==> config.mk <==
export PLATFORM = sky130hd
export DESIGN_NAME = fp_compare_unit
export DESIGN_NICKNAME = d
export VERILOG_FILES = /design/src/rtl/definitions.sv /design/src/rtl/fp_compare_unit.sv
export SDC_FILE = /design/constraint.sdc
export NUM_CORES = 1
export LEC_CHECK = 0
export ABC_AREA = 1
export BUFFER_PORTS_ARGS = -buffer_cell sky130_fd_sc_hd__buf_2
export CAP_MARGIN = 20
export CORE_MARGIN = 2
export CORE_UTILIZATION = 50
export CTS_BUF_LIST = sky130_fd_sc_hd__clkbuf_16
export DETAILED_ROUTE_END_ITERATION = 10
export PLACE_DENSITY = 0.79
export SKIP_CTS_REPAIR_TIMING = 1
export SLEW_MARGIN = 25
export SYNTH_ARGS = -nofsm -noshare
export SYNTH_HDL_FRONTEND = slang
export SYNTH_SLANG_ARGS = --single-unit
==> constraint.sdc <==
create_clock -name clk -period 1.81 [get_ports clk]
set_clock_uncertainty 0.2 [all_clocks]
set_input_delay 0.362 -clock clk [delete_from_list [all_inputs] [get_ports clk]]
set_output_delay 0.362 -clock clk [all_outputs]
set_load 0.1 [all_outputs]
==> src/rtl/definitions.sv <==
// Shared types for the execute-stage compare path.
// Float32 is a raw IEEE-754 single-precision bit pattern.
// Compare_in is the request bundle launched by the decode/execute register.
package definitions;

    typedef logic [31:0] Float32;
    typedef logic        Signal;

    typedef struct packed {
        logic [1:0] op;   // 0 EQ, 1 LT, 2 LE, 3 UN
        Float32     a;
        Float32     b;
        logic [4:0] dst;  // flag index, 0 means no request
    } Compare_in;

endpackage

==> src/rtl/fp_compare_unit.sv <==
// Two-stage IEEE-754 single-precision compare writing a 32x1 condition-flag file.
// Ports: clk/rst (sync, active-high), stall, cmp_in request, rd_addr -> rd_flag
// (forwarded from S2) and flag_busy (target still in S1, hazard request).
module fp_compare_unit
    import definitions::*;
(
    input  logic       clk,
    input  logic       rst,
    input  logic       stall,
    input  Compare_in  cmp_in,
    input  logic [4:0] rd_addr,
    output logic       rd_flag,
    output logic       flag_busy
);

    // ------------------------------------------------------------------
    // Stage 1 combinational: classification and magnitude compare
    // ------------------------------------------------------------------
    logic a_nan, b_nan, both_zero, mag_lt, mag_gt;
    logic cls_nan, cls_eq, cls_lt;

    always_comb begin
        a_nan     = (&cmp_in.a[30:23]) && (|cmp_in.a[22:0]);
        b_nan     = (&cmp_in.b[30:23]) && (|cmp_in.b[22:0]);
        both_zero = (~|cmp_in.a[30:0]) && (~|cmp_in.b[30:0]);
        mag_lt    = cmp_in.a[30:0] < cmp_in.b[30:0];
        mag_gt    = cmp_in.a[30:0] > cmp_in.b[30:0];
        cls_nan   = a_nan || b_nan;
        // +0 and -0 differ only in sign but must compare equal.
        cls_eq    = both_zero || (cmp_in.a == cmp_in.b);

        if (both_zero) begin
            cls_lt = 1'b0;
        end else if (cmp_in.a[31] != cmp_in.b[31]) begin
            // Signs differ: the negative operand is the smaller one.
            cls_lt = cmp_in.a[31];
        end else if (cmp_in.a[31]) begin
            // Both negative: larger magnitude is the smaller value.
            cls_lt = mag_gt;
        end else begin
            cls_lt = mag_lt;
        end
    end

    // ------------------------------------------------------------------
    // Pipeline and flag-file state
    // ------------------------------------------------------------------
    logic        s1_vld_q, s1_vld_d;
    logic [1:0]  s1_op_q,  s1_op_d;
    logic [4:0]  s1_dst_q, s1_dst_d;
    logic        s1_nan_q, s1_nan_d;
    logic        s1_eq_q,  s1_eq_d;
    logic        s1_lt_q,  s1_lt_d;

    logic        s2_vld_q, s2_vld_d;
    logic [4:0]  s2_dst_q, s2_dst_d;
    logic        s2_res_q, s2_res_d;

    logic [31:0] flags_q,  flags_d;

    logic        op_res;

    // Stage 2 op select: any NaN forces the ordered predicates false.
    always_comb begin
        case (s1_op_q)
            2'd0:    op_res = !s1_nan_q && s1_eq_q;
            2'd1:    op_res = !s1_nan_q && s1_lt_q;
            2'd2:    op_res = !s1_nan_q && (s1_lt_q || s1_eq_q);
            default: op_res = s1_nan_q;
        endcase
    end

    always_comb begin
        // S1 holds under stall; otherwise it takes the new request.
        s1_vld_d = s1_vld_q;
        s1_op_d  = s1_op_q;
        s1_dst_d = s1_dst_q;
        s1_nan_d = s1_nan_q;
        s1_eq_d  = s1_eq_q;
        s1_lt_d  = s1_lt_q;
        if (!stall) begin
            s1_vld_d = (cmp_in.dst != 5'd0);
            s1_op_d  = cmp_in.op;
            s1_dst_d = cmp_in.dst;
            s1_nan_d = cls_nan;
            s1_eq_d  = cls_eq;
            s1_lt_d  = cls_lt;
        end

        // S2 loads a bubble under stall so a held S1 entry is written once.
        s2_vld_d = s1_vld_q && !stall;
        s2_dst_d = s1_dst_q;
        s2_res_d = op_res;

        flags_d = flags_q;
        if (s2_vld_q) begin
            flags_d[s2_dst_q] = s2_res_q;
        end
        flags_d[0] = 1'b0;
    end

    always_ff @(posedge clk) begin
        if (rst) begin
            s1_vld_q <= 1'b0;
            s1_op_q  <= 2'd0;
            s1_dst_q <= 5'd0;
            s1_nan_q <= 1'b0;
            s1_eq_q  <= 1'b0;
            s1_lt_q  <= 1'b0;
            s2_vld_q <= 1'b0;
            s2_dst_q <= 5'd0;
            s2_res_q <= 1'b0;
            flags_q  <= 32'd0;
        end else begin
            s1_vld_q <= s1_vld_d;
            s1_op_q  <= s1_op_d;
            s1_dst_q <= s1_dst_d;
            s1_nan_q <= s1_nan_d;
            s1_eq_q  <= s1_eq_d;
            s1_lt_q  <= s1_lt_d;
            s2_vld_q <= s2_vld_d;
            s2_dst_q <= s2_dst_d;
            s2_res_q <= s2_res_d;
            flags_q  <= flags_d;
        end
    end

    // ------------------------------------------------------------------
    // Read port: flag 0, then S2 forward, then the file
    // ------------------------------------------------------------------
    always_comb begin
        if (rd_addr == 5'd0) begin
            rd_flag = 1'b0;
        end else if (s2_vld_q && (s2_dst_q == rd_addr)) begin
            rd_flag = s2_res_q;
        end else begin
            rd_flag = flags_q[rd_addr];
        end
        flag_busy = s1_vld_q && (s1_dst_q == rd_addr) && (rd_addr != 5'd0);
    end

endmodule

==> results.yml, run 1 <==
timing:
  max_slew_margin_pct: 66.13
  grt_setup_unrepaired: "yes"
  hold_ws_ns: 0.1329
  setup_viol: 2
  slew_viol_final: 0
  fmax_mhz: 450.1
  tightest_slew_ns: 0.5042
  timing.final.crit_share_pct: 122.7
  setup_ws_ns: -0.4116
  min_period_ns: 2.222
  hold_viol: 0
run_status:
  status: "finished with violations"
  violations: "negative setup slack"
clock_tree:
  cts_tree: "yes"
  cts_max_level: 2
  clock_latency_ns: 0.29
  cts_root_buf: "clkbuf_16"
  clkTransAtPathRegs_ns: 0.06
  cts_inserted_buffers: 5
  clock_path_buffers: 2
  clock-sinks: 49
cells_and_area:
  drive_gt1_share_pct: 28.29
  stdcell_count: 764
  register_area_um2: 989.7
  fillers: 558
  diodes: 0
  area_delta_synth_final_pct: 34.17
  final_common_cell: "inv_1"
  multi_input_comb_area_um2: 2362
  finish.utilization_pct: 70.46
  layout_common_cells: "inv_1 (83), nand2_1 (79), buf_2 (76), nor2_1 (56)"
  final_cell_area_um2: 4840
  nets: 780
place:
  place.gp.congestion: 0.9509
  dp.cells: 751
  numPortBuffers: 80
  placed_area_um2: 4447
  hpwlAfterDp_um: 7997
logic_synthesis:
  async_reset_ff_share_pct: 0
  ys_seq_area_share_pct: 27.19
  ys_types: 35
  synth_warnings: 0
  ys_top_cells_by_area: "dfxtp_1 (27%), ha_1 (12%), nand2_1 (8.9%)"
  synth_flop_cell: "dfxtp_1"
  synth_top_area_cell: "dfxtp_1"
  synth-seq-cells: 49
  synth_edf_count: 0
  avgSynthCellArea_um2: 6.559
  netlist_area_um2: 3607
  synth_nets: 663
  synthDominantCellAreaShare_pct: 27.19
  synthCells: 550
grt:
  grt_max_degree: 32
  grt_pass1_vias: 4066
  grt_pass1_wl_um: 17610
  gr-total-overflow: 0
  antenna_found_initial: 0
  grt_use_total_pct: 27.98
floorplan:
  initial_core_util_pct: 52.51
  dieArea_um2: 7909
  die_w_um: 88.94
  chipHeight_um: 88.94
  coreArea_um2: 6869
  ios: 81
  rows: 30
power_and_ir_drop:
  p_per_area_nw_per_um2: 592.5
  p_leak_nw: 2.245
  finalPower_mw: 2.867
  vdd_drop_max_uv: 592.4
routing:
  routed_wl_um: 10760
  drc: 0
  routed_via_density: 5.454
  num_vias: 4167
  firstDrtPassIters: 5
  drt_iter0_markers: 402
  drtAntennaViolNets: 0
  wl_per_cell_um: 14.08
min_path:
  hp-class: "in2reg"
critical_path:
  worstSetupPathType: "in2out"
  required_ns: 1.25
  rrSetupSlack_ns: 0.11
  startpoint_type: "primary input"
  crit_arrival_ns: 1.66
  worstPathMaxFanout: 8
  end_kind: "primary output"
run:
  cap_violations: 0
synth_stat cells (7+ instances only):
cell type / instances
a21oi_1: 51
clkbuf_1: 10
dfxtp_1: 49
ha_1: 34
inv_1: 85
inv_2: 7
nand2_1: 86
nand3_1: 48
nand4_1: 17
nor2_1: 59
o21ai_0: 28
o21ai_1: 24
final cells by class:
class                   instances  area share [%]
repair buffers                126           16.93
clock inverters                 3          0.8532
inverters                      96           7.885
multi-input cells             389           48.81
flip-flops and latches         49           20.45
well taps                      96           2.482
clock buffers                   5           2.585
worst max-delay path, cell delays in order:
cell and delay [ns]:
buf_8 0.08, clkinvlp_4 0.17, buf_6 0.17, nand4_1 0.13, o2111ai_2 0.15, nor4_4 0.37
buf_12 0.22
power breakdown:
group	switching, mW	internal [mW]
combinational	0.405	0.300
clock	0.396	0.647
sequential	0.0185	1.10
per-layer routing:
metal  share of wire, %  vias up  global-route usage (%)
met2                 50      181                   50.41
met4                2.0        0                   9.905
met3                6.1       29                   4.709
met5                  0        -                       0
met1                 42     1893                   33.54
li1                   -     2064                       -
stage by stage:
step / setup slack (ns) / setup TNS [ns]
after floorplan: -0.6621 / -1.081
after global placement: -0.3846 / -0.9299
after detailed placement: -0.4106 / -1.077
after CTS: -0.4472 / -0.8395
after global routing: -0.4566 / -0.9140
final: -0.4116 / -0.7770
registers in the layout, summed over array words and instances, names as in the netlist:
name      count
flags_q      31
s1_dst_q      5
s1_eq_q       1
s1_lt_q       1
s1_nan_q      1
s1_op_q       2
s1_vld_q      1
s2_dst_q      5
s2_res_q      1
s2_vld_q      1
logic make-up (layout without fill, tap and decap cells):
kind of cell / count (synthesis) / after routing / synth area share (%)
simple gates: 228 / 228 / 29.31
flops: 49 / 49 / 27.19
buf+inv: 112 / 230 / 12.17
fa+ha+maj: 34 / 34 / 11.79
compound gates: 123 / 123 / 18.56
xor+xnor: 4 / 4 / 0.9714
path summary, 6_finish.rpt:
kind,startpoint,to,cells after the start
hold reg to reg,s1_dst_q[4]$_SDFFE_PP0N_,s2_dst_q[4]$_SDFF_PP0_,2
setup / recovery,rd_addr[1],flag_busy,7
setup reg to reg,s2_dst_q[3]$_SDFF_PP0_,flags_q[3]$_SDFFE_PP0P_,5
hold / removal,cmp_in[0],s1_dst_q[0]$_SDFFE_PP0N_,3
No activity file was read; power rests on OpenSTA's default activity.
==> run 2, diff against run 1 <==
==> constraint.sdc (replaced) <==
create_clock -name clk -period 1.81 [get_ports clk]
set_clock_uncertainty 0.2 [all_clocks]
set_input_delay 0 -clock clk [delete_from_list [all_inputs] [get_ports clk]]
set_output_delay 0 -clock clk [all_outputs]
set_load 0.1 [all_outputs]
==> run 2 against run 1 <==
  * Highest routed layer unchanged
  * The run still ends with negative setup slack left
  * Sequential cell count is the same
  * Hold slack lost 0.087 ns
  * Sequential power is essentially flat
  * Largest power group unchanged
  * Total power shrank 8.2%
  * Combinational power shrank 11%
  * Non-clock buffer count shrank 16
  * Count of clock-buffer cells in the layout is the same
  * Sequential share of layout area grew 1.3 points
==> results.yml, run 2 (synthesis gave the netlist of run 1 again) <==
run_status:
  status: "finished with violations"
  violations: "negative setup slack"
cells_and_area:
  layout_common_cells: "inv_1 (88), nand2_1 (85), buf_2 (78), nor2_1 (59), a21oi_1 (50)"
  drive_gt1_share_pct: 20.25
  final_common_cell: "inv_1"
  register_area_um2: 993.5
  nets: 764
  area_delta_synth_final_pct: 26.71
  multi_input_comb_area_um2: 2236
  finish.utilization_pct: 66.54
  diodes: 0
  largest_reg_flops: 31
  regMostFlops: "flags_q"
  fillers: 590
  largestRegisters: "flags_q x31, s1_dst_q x5, s2_dst_q x5"
grt:
  grt_pass1_vias: 3751
  grt_pass1_wl_um: 16570
  grt_max_degree: 24
  grt_use_total_pct: 26.25
  antenna_found_initial: 0
  gr-total-overflow: 0
timing:
  slew_viol_final: 0
  setup_viol: 1
  setup_ws_ns: -0.01243
  max_slew_margin_pct: 63.17
  hold_viol: 0
  min_period_ns: 1.822
  tns_ns: -0.01243
  tightest_slew_ns: 0.5516
  grt_setup_unrepaired: "yes"
  timing.final.crit_share_pct: 100.7
  fmax_mhz: 548.7
run:
  cap_violations: 0
routing:
  wl_per_cell_um: 14.06
  firstDrtPassIters: 5
  drt_iter0_markers: 358
  drtAntennaViolNets: 0
  drc: 0
  routed_via_density: 5.543
  num_vias: 4146
  routed_wl_um: 10520
min_path:
  hp-start: "cmp_in[26]"
  hp-class: "in2reg"
critical_path:
  worstPathMaxFanout: 5
  worstSetupPathType: "reg2out"
  end_kind: "primary output"
  reg2reg_from: "s1_op_q[0]$_SDFFE_PP0N_"
  crit_arrival_ns: 1.62
  required_ns: 1.61
  startpoint_type: "flip-flop"
  crit_start: "s2_dst_q[0]$_SDFF_PP0_"
clock_tree:
  cts_inserted_buffers: 5
  cts_root_buf: "clkbuf_16"
  cts_max_level: 2
  clkTransAtPathRegs_ns: 0.06
  clock_latency_ns: 0.29
  cts_tree: "yes"
  clock-sinks: 49
  clock_path_buffers: 2
floorplan:
  ios: 81
  dieArea_um2: 7909
  rows: 30
  chipHeight_um: 88.94
  coreArea_um2: 6869
  die_w_um: 88.94
  initial_core_util_pct: 52.51
place:
  place.gp.congestion: 0.8948
  hpwlAfterDp_um: 7542
  numPortBuffers: 80
power_and_ir_drop:
  p_leak_nw: 2.154
  vdd_drop_max_uv: 494.2
  p_per_area_nw_per_um2: 575.7
[run 2: changes by cell type in the layout (fill, tap and decap cells not counted), moves of 3 or more]
cell	delta
a21oi_1	+5
a21oi_2	-5
buf_4	-32
dfxtp_1	-3
dfxtp_2	+3
dlygate4sd3_1	+18
ha_1	+5
ha_4	-5
inv_1	+5
nand2_1	+6
nand2_2	-6
nor2_1	+3
[run 2: path summary, 6_finish.rpt]
path	slack (ns)	depth (start not counted)	to
min reg2reg	0.27	2	s2_dst_q[4]$_SDFF_PP0_
max reg2reg	0.15	6	s2_res_q$_SDFF_PP0_
min	0.05	7	s1_nan_q$_SDFFE_PP0N_
max	-0.01	6	rd_flag
[run 2: cell type report]
| cell class | count | area share, % |
|---|---|---|
| Multi-Input combinational cell | 389 | 48.92 |
| Inverter | 96 | 8.048 |
| Sequential cell | 49 | 21.74 |
| Timing Repair Buffer | 110 | 15.69 |
| Tap cell | 96 | 2.628 |
| Clock buffer | 5 | 2.737 |
| Clock inverter | 3 | 0.2464 |
[run 2: worst max-delay path, stage by stage, from the launching register on]
cell and delay, ns:
dfxtp_4 0.38, o22ai_2 0.09, a211oi_2 0.20, nand4_1 0.21, o21ai_2 0.23, a21oi_4 0.05, buf_12 0.17
[run 2: report_power, final]
group | internal, mW | switching (mW) | total (mW)
clock network | 0.497 | 0.380 | 0.877
logic | 0.257 | 0.366 | 0.624
registers | 1.10 | 0.0283 | 1.13
total | 1.86 | 0.774 | 2.63
[run 2: metal layers]
metal  track usage [%]  vias to the layer above  wire, µm
met5                 0                        -         0
met4             8.005                        0       215
met3             3.509                       29       680
met2             45.45                      175      5194
met1             34.09                     1896      4424
li1                  -                     2046         -
[run 2: per-stage QoR]
stage / cells / power, mW / setup WS (ns) / instance area (µm²) / hold slack, ns
6_report: 748 / 2.631 / -0.01243 / 4571 / 0.04571
3_3_place_gp: 721 / 1.704 / 0.2057 / 4208 / 0.06377
4_1_cts: 729 / 2.576 / -0.1037 / 4344 / -0.2268
3_5_place_dp: 721 / 1.718 / 0.1752 / 4208 / 0.07431
2_1_floorplan: 550 / 1.509 / -0.03745 / 3633 / -0.04780
5_1_grt: 748 / 2.759 / -0.08708 / 4571 / 0.1152
